[src/rtl/mat_store.sv]
// Two-slot matrix store: row-major stream loader with a rising-edge-triggered,
// one-cycle-latency element read port and per-slot dimension/valid metadata.
module mat_store #(
  parameter int DIM_WIDTH  = 3,
  parameter int DATA_WIDTH = 8
) (
  input  logic                  clk,
  input  logic                  rst_n,
  input  logic                  wr_start,
  input  logic                  wr_slot,
  input  logic [DIM_WIDTH-1:0]  wr_m,
  input  logic [DIM_WIDTH-1:0]  wr_n,
  input  logic                  wr_valid,
  input  logic [DATA_WIDTH-1:0] wr_elem,
  output logic                  wr_busy,
  output logic                  wr_done,
  output logic                  wr_error,
  output logic [1:0]            slot_valid,
  output logic [DIM_WIDTH-1:0]  slot0_m,
  output logic [DIM_WIDTH-1:0]  slot0_n,
  output logic [DIM_WIDTH-1:0]  slot1_m,
  output logic [DIM_WIDTH-1:0]  slot1_n,
  input  logic                  rd_en,
  input  logic                  rd_slot_idx,
  input  logic [DIM_WIDTH-1:0]  rd_row_idx,
  input  logic [DIM_WIDTH-1:0]  rd_col_idx,
  output logic [DATA_WIDTH-1:0] rd_elem,
  output logic                  rd_elem_valid,
  output logic [1:0]            wr_state_dbg
);
  // Handshake: a load is one wr_start pulse followed by m*n wr_valid strobes;
  // a read fires on the rising edge of rd_en and answers with a one-cycle
  // rd_elem_valid pulse on the next cycle, rd_elem holding until the next pulse.

  localparam int AW = 2 * DIM_WIDTH + 1;
  localparam logic [DIM_WIDTH-1:0] ONE = DIM_WIDTH'(1);

  typedef enum logic [1:0] {
    W_IDLE = 2'd0,
    W_LOAD = 2'd1,
    W_DONE = 2'd2
  } wstate_e;

  wstate_e               state_q, state_d;
  logic                  slot_q, slot_d;
  logic [DIM_WIDTH-1:0]  m_q, m_d, n_q, n_d;
  logic [DIM_WIDTH-1:0]  row_q, row_d, col_q, col_d;
  logic                  busy_q, busy_d, done_q, done_d, err_q, err_d;
  logic [1:0]            sv_q, sv_d;
  logic [DIM_WIDTH-1:0]  s0m_q, s0m_d, s0n_q, s0n_d, s1m_q, s1m_d, s1n_q, s1n_d;
  logic                  mem_we;
  logic                  last_elem;

  logic [DATA_WIDTH-1:0] mem_q [0:(1<<AW)-1];

  logic                  rd_en_q, rd_rise, rd_hit;
  logic [DIM_WIDTH-1:0]  rd_m, rd_n;
  logic [DATA_WIDTH-1:0] rd_elem_q;
  logic                  rd_valid_q;

  always_comb begin
    state_d   = state_q;
    slot_d    = slot_q;
    m_d       = m_q;
    n_d       = n_q;
    row_d     = row_q;
    col_d     = col_q;
    busy_d    = busy_q;
    done_d    = 1'b0;
    err_d     = 1'b0;
    sv_d      = sv_q;
    s0m_d     = s0m_q;
    s0n_d     = s0n_q;
    s1m_d     = s1m_q;
    s1n_d     = s1n_q;
    mem_we    = 1'b0;
    last_elem = (row_q == m_q - ONE) && (col_q == n_q - ONE);
    case (state_q)
      W_IDLE: begin
        if (wr_start) begin
          if (wr_m == '0 || wr_n == '0) begin
            err_d = 1'b1;
          end else begin
            slot_d        = wr_slot;
            m_d           = wr_m;
            n_d           = wr_n;
            row_d         = '0;
            col_d         = '0;
            busy_d        = 1'b1;
            sv_d[wr_slot] = 1'b0;
            state_d       = W_LOAD;
          end
        end
      end
      W_LOAD: begin
        if (wr_valid) begin
          mem_we = 1'b1;
          if (col_q == n_q - ONE) begin
            col_d = '0;
            row_d = row_q + ONE;
          end else begin
            col_d = col_q + ONE;
          end
          // Completion is published on entry to W_DONE so wr_done lands
          // exactly one cycle after the final strobe.
          if (last_elem) begin
            state_d      = W_DONE;
            busy_d       = 1'b0;
            done_d       = 1'b1;
            sv_d[slot_q] = 1'b1;
            if (slot_q) begin
              s1m_d = m_q;
              s1n_d = n_q;
            end else begin
              s0m_d = m_q;
              s0n_d = n_q;
            end
          end
        end
      end
      W_DONE:  state_d = W_IDLE;
      default: state_d = W_IDLE;
    endcase
  end

  always_ff @(posedge clk or negedge rst_n) begin
    if (!rst_n) begin
      state_q <= W_IDLE;
      slot_q  <= 1'b0;
      m_q     <= '0;
      n_q     <= '0;
      row_q   <= '0;
      col_q   <= '0;
      busy_q  <= 1'b0;
      done_q  <= 1'b0;
      err_q   <= 1'b0;
      sv_q    <= 2'b00;
      s0m_q   <= '0;
      s0n_q   <= '0;
      s1m_q   <= '0;
      s1n_q   <= '0;
    end else begin
      state_q <= state_d;
      slot_q  <= slot_d;
      m_q     <= m_d;
      n_q     <= n_d;
      row_q   <= row_d;
      col_q   <= col_d;
      busy_q  <= busy_d;
      done_q  <= done_d;
      err_q   <= err_d;
      sv_q    <= sv_d;
      s0m_q   <= s0m_d;
      s0n_q   <= s0n_d;
      s1m_q   <= s1m_d;
      s1n_q   <= s1n_d;
    end
  end

  always_ff @(posedge clk) begin
    if (mem_we) mem_q[{slot_q, row_q, col_q}] <= wr_elem;
  end

  // Out-of-range or invalid-slot reads still pulse, returning zero data.
  assign rd_m    = rd_slot_idx ? s1m_q : s0m_q;
  assign rd_n    = rd_slot_idx ? s1n_q : s0n_q;
  assign rd_hit  = sv_q[rd_slot_idx] && (rd_row_idx < rd_m) && (rd_col_idx < rd_n);
  assign rd_rise = rd_en && !rd_en_q;

  always_ff @(posedge clk or negedge rst_n) begin
    if (!rst_n) begin
      rd_en_q    <= 1'b0;
      rd_valid_q <= 1'b0;
      rd_elem_q  <= '0;
    end else begin
      rd_en_q    <= rd_en;
      rd_valid_q <= rd_rise;
      if (rd_rise) rd_elem_q <= rd_hit ? mem_q[{rd_slot_idx, rd_row_idx, rd_col_idx}] : '0;
    end
  end

  assign wr_busy       = busy_q;
  assign wr_done       = done_q;
  assign wr_error      = err_q;
  assign slot_valid    = sv_q;
  assign slot0_m       = s0m_q;
  assign slot0_n       = s0n_q;
  assign slot1_m       = s1m_q;
  assign slot1_n       = s1n_q;
  assign rd_elem       = rd_elem_q;
  assign rd_elem_valid = rd_valid_q;
  assign wr_state_dbg  = state_q;

endmodule

[config.mk]
export PLATFORM = sky130hd
export DESIGN_NAME = mat_store
export DESIGN_NICKNAME = d
export VERILOG_FILES = /design/src/rtl/mat_store.sv
export SDC_FILE = /design/constraint.sdc
export NUM_CORES = 1
export LEC_CHECK = 0
export CORE_ASPECT_RATIO = 1.2
export CORE_UTILIZATION = 56
export CTS_CLUSTER_DIAMETER = 30
export DETAILED_ROUTE_END_ITERATION = 16
export PLACE_DENSITY = 0.79
export RECOVER_POWER = 25
export SYNTH_ARGS = -nofsm -noshare
export SYNTH_HDL_FRONTEND = slang
export SYNTH_SLANG_ARGS = --single-unit
[constraint.sdc]
create_clock -name clk -period 2.4 [get_ports clk]
set_input_delay 0.36 -clock clk [delete_from_list [all_inputs] [get_ports clk]]
set_output_delay 0.36 -clock clk [all_outputs]
set_load 0.01 [all_outputs]
==> out/summary.txt <==
H-tree levels: 4
CP Launch Type: register
drt initial violations: 3,660
Yosys reg bits: 1,066
Arr. time, crit path: 3.07 ns
CP Buf/Inv Count: 2
GRT Total Usage: 30.5%
violated checks: capacitance limit, slew limit, setup timing
number of cells produced by synthesis: 2,181
drt drc: 0
CTS Sinks: 1,066
Post-synth EDFFs: 1,024
detailed-route via count: 24,712
post-synthesis adder-cell area fraction: 0.324%
CTS tree: yes
initial antenna violation count: 0
HP Start: wr_start
ys async rst share: 3.94%
FF-to-FF Start: slot0_m[2]
Slew @ Worst Pin: 2.34 ns
final core area utilization: 68.4%
CP max FO: 4
XOR/XNOR Fraction of Synth Area: 0.197%
DPL Wire Length: 70,100 um
status: finished with violations
CTS Buffer Depth: 3
Worst Hold End: wr_error
R2R Setup Slk: -0.009 ns
vias in the first global route: 25,277
Peak VDD IR: 0.815 mV
fillcell total: 4,330
post-synthesis mux area share: 14.4%
Clk pin slew, worst setup/hold paths: 0.06 ns
Die X: 253 um
ratio of cells with drive above 1 in the final layout: 29.8%
Nets: 2,686
synthesized area per cell: 19.5 sq um
Synthesized Nets: 2,219
final clock skew: 0.0263 ns
die area: 0.0770 sq mm
min-delay worst type: input pin to register
row cnt: 110
synth warn: 0
fin crit share: 100%
antenna diode count: 0
Netlist cell types: 74
largest family of logic cells by synthesized area: multiplexers
worst path cell trace: mux2i_1 > ha_2 > o21ai_0 > a21oi_1 > buf_4 > nor3_4 > buf_4 > nand2_1 > o41ai_2 > a2bb2oi_1
clock root buffer: clkbuf_16
Worst Hold Depth: 3
sequential-to-total area share from yosys stat: 74.9%
Crit path largest cell delay: 0.40 ns
leakage: 0.0177 uW
Synth Area in Simple Gates: 3.90%
I/O pins: 55
Data required, critical path: 3.06 ns
Antenna Violating Nets Remaining: 0
slowest CP cell: dfrtp_1
Layout area overhead: 20.7%
post-synthesis compound-gate area fraction: 4.13%
Pwr Density: 893 mW/mm^2
Initial Utilization: 56.6%
most frequent cells in the layout: edfxtp_1, buf_4, mux4_2
synthesized cell area: 0.0425 sq mm
largest net degree at the start of global routing: 69
worst setup margin: -0.00864 ns
Synth top area share: 72.4%
final setup vio count: 1
Wirelength per Cell: 30.4 um
dominant cells by area after synthesis: edfxtp_1, mux4_2, mux2i_1
post-DR vias/cell: 6.57
Slew HR: -56.3%
Final Max Tran Viols: 152
clock latency on the worst-skew pair: 0.74 ns
Synth Flop Type: edfxtp_1
I/O Buffers: 54
critical path's most frequent cell: buf_4
Hold Worst Slack: 0.230 ns
CP endpoint kind: register
DRT Pass-1 Iters: 6
setup TNS: -0.00864 ns
RSZ-0062 raised after global routing: yes
global placer's final weighted congestion: 0.910
CP Launch Point: slot0_m[2]
Final Hold Vio Count: 0
Die Ht: 304 um
most common cell after layout, fill and taps aside: edfxtp_1
Max Freq: 415 MHz
FF-to-FF End: rd_elem[4]
Core Region: 0.0750 sq mm
global-route wire length before repair: 168,000 um
total global routing overflow: 0
Overall Power: 45,800 uW
crit path kind: register to register
Post-CTS Setup Inserts: 0
Post-Route WL: 114,000 um
number of CTS-inserted buffers: 136
CP delay by family, top: compound AO/OA/AOI/OAI gates
crit path time final: 2.41 ns
pre-CTS WS: -0.691 ns
post-synth top area cell: edfxtp_1
Max Cap Viol: 4
Reg2Reg Depth: 10
[what timing repair did]
| item | 4_1_cts | 5_1_grt |
|---|---|---|
| endpoints found under the setup margin | 13 | 6 |
| hold buffers | 1 | 0 |
| resized for setup | 2 | 3 |
| endpoints found under the hold margin | 42 | 0 |
| pin swaps | 1 | 2 |
[state kept, by name, summed over array words and instances (netlist names), 2 cells and up]
name / cells
rd_elem: 8
wr_state_dbg: 2
slot1_m: 3
n_q: 3
mem_q: 1024
col_q: 3
m_q: 3
slot0_n: 3
row_q: 3
slot_valid: 2
slot0_m: 3
slot1_n: 3
[cell families after synthesis]
family | after synthesis
AND/OR/NAND/NOR | 363
buffers and inverters | 134
flip-flops | 1066
XOR/XNOR | 8
AO/OA/AOI/OAI | 245
multiplexers | 354
adder cells (fa/ha/maj) | 11
[synth_stat cells (5+ instances only)]
cell type / n
mux4_1: 32
nand2_1: 91
a22oi_1: 66
clkbuf_1: 36
mux2i_1: 140
a221oi_1: 22
mux4_2: 162
dfrtp_1: 42
and2_1: 8
nor2b_1: 19
buf_4: 27
ha_1: 11
a211oi_1: 9
a21oi_1: 28
nand2b_1: 12
a32oi_1: 6
nor3_1: 12
o22ai_1: 7
buf_2: 28
a31oi_1: 7
buf_6: 11
edfxtp_1: 1024
inv_1: 14
buf_8: 6
o2111ai_1: 7
nor2_1: 156
mux2_2: 20
nand3_1: 38
a22o_1: 5
buf_12: 9
o21ai_0: 40
[layer usage]
metal  part of all wire, %  global-route usage (%)  vias up  wire length (um)
li1                      -                       -     9925                 -
met1                    34                    39.2    12476             39400
met2                    48                    48.1     1902             55200
met3                    11                    6.57      409             12100
met4                   6.7                    18.5        0              7640
met5                     0                       0        -                 0
[cell type report]
cell class / count / area, sq um / share of cell area, %
multi-input combinational: 981 / 9780 / 19.1
clock buffer: 147 / 3470 / 6.76
sequential: 1066 / 31800 / 62.0
tap: 1008 / 1260 / 2.46
clock inverter: 98 / 1070 / 2.08
timing repair buffer: 448 / 3860 / 7.52
inverter: 15 / 56.3 / 0.110
[where the power goes]
part / switching (uW) / internal [uW] / leakage (uW)
combinational: 2700 / 1740 / 0.00579
clock: 8200 / 12000 / 0.00218
sequential: 309 / 20900 / 0.00976
[worst max path at each step]
stage,end,slack [ns],cells after the start
global placement,rd_elem[4],-0.62,9
detailed placement,rd_elem[4],-0.69,9
floorplan,rd_elem[5],0.009,10
global route,rd_elem[4],-0.06,10
CTS,rd_elem[4],0.06,8
finish,rd_elem[4],-0.009,10
[through the flow]
| step | cells | instance area [sq um] |
|---|---|---|
| after floorplan | 2181 | 42500 |
| after global placement | 3517 | 46800 |
| after detailed placement | 3517 | 46800 |
| after CTS | 3763 | 51400 |
| after global routing | 3763 | 51300 |
| final | 3763 | 51300 |
[worst register-to-register path: stages, from the launching register on]
cell	delay [ns]
dfrtp_1	0.40
mux2i_1	0.20
ha_2	0.31
o21ai_0	0.08
a21oi_1	0.08
buf_4	0.14
nor3_4	0.25
buf_4	0.18
nand2_1	0.10
o41ai_2	0.40
a2bb2oi_1	0.20
No activity file was read; power rests on OpenSTA's default activity.
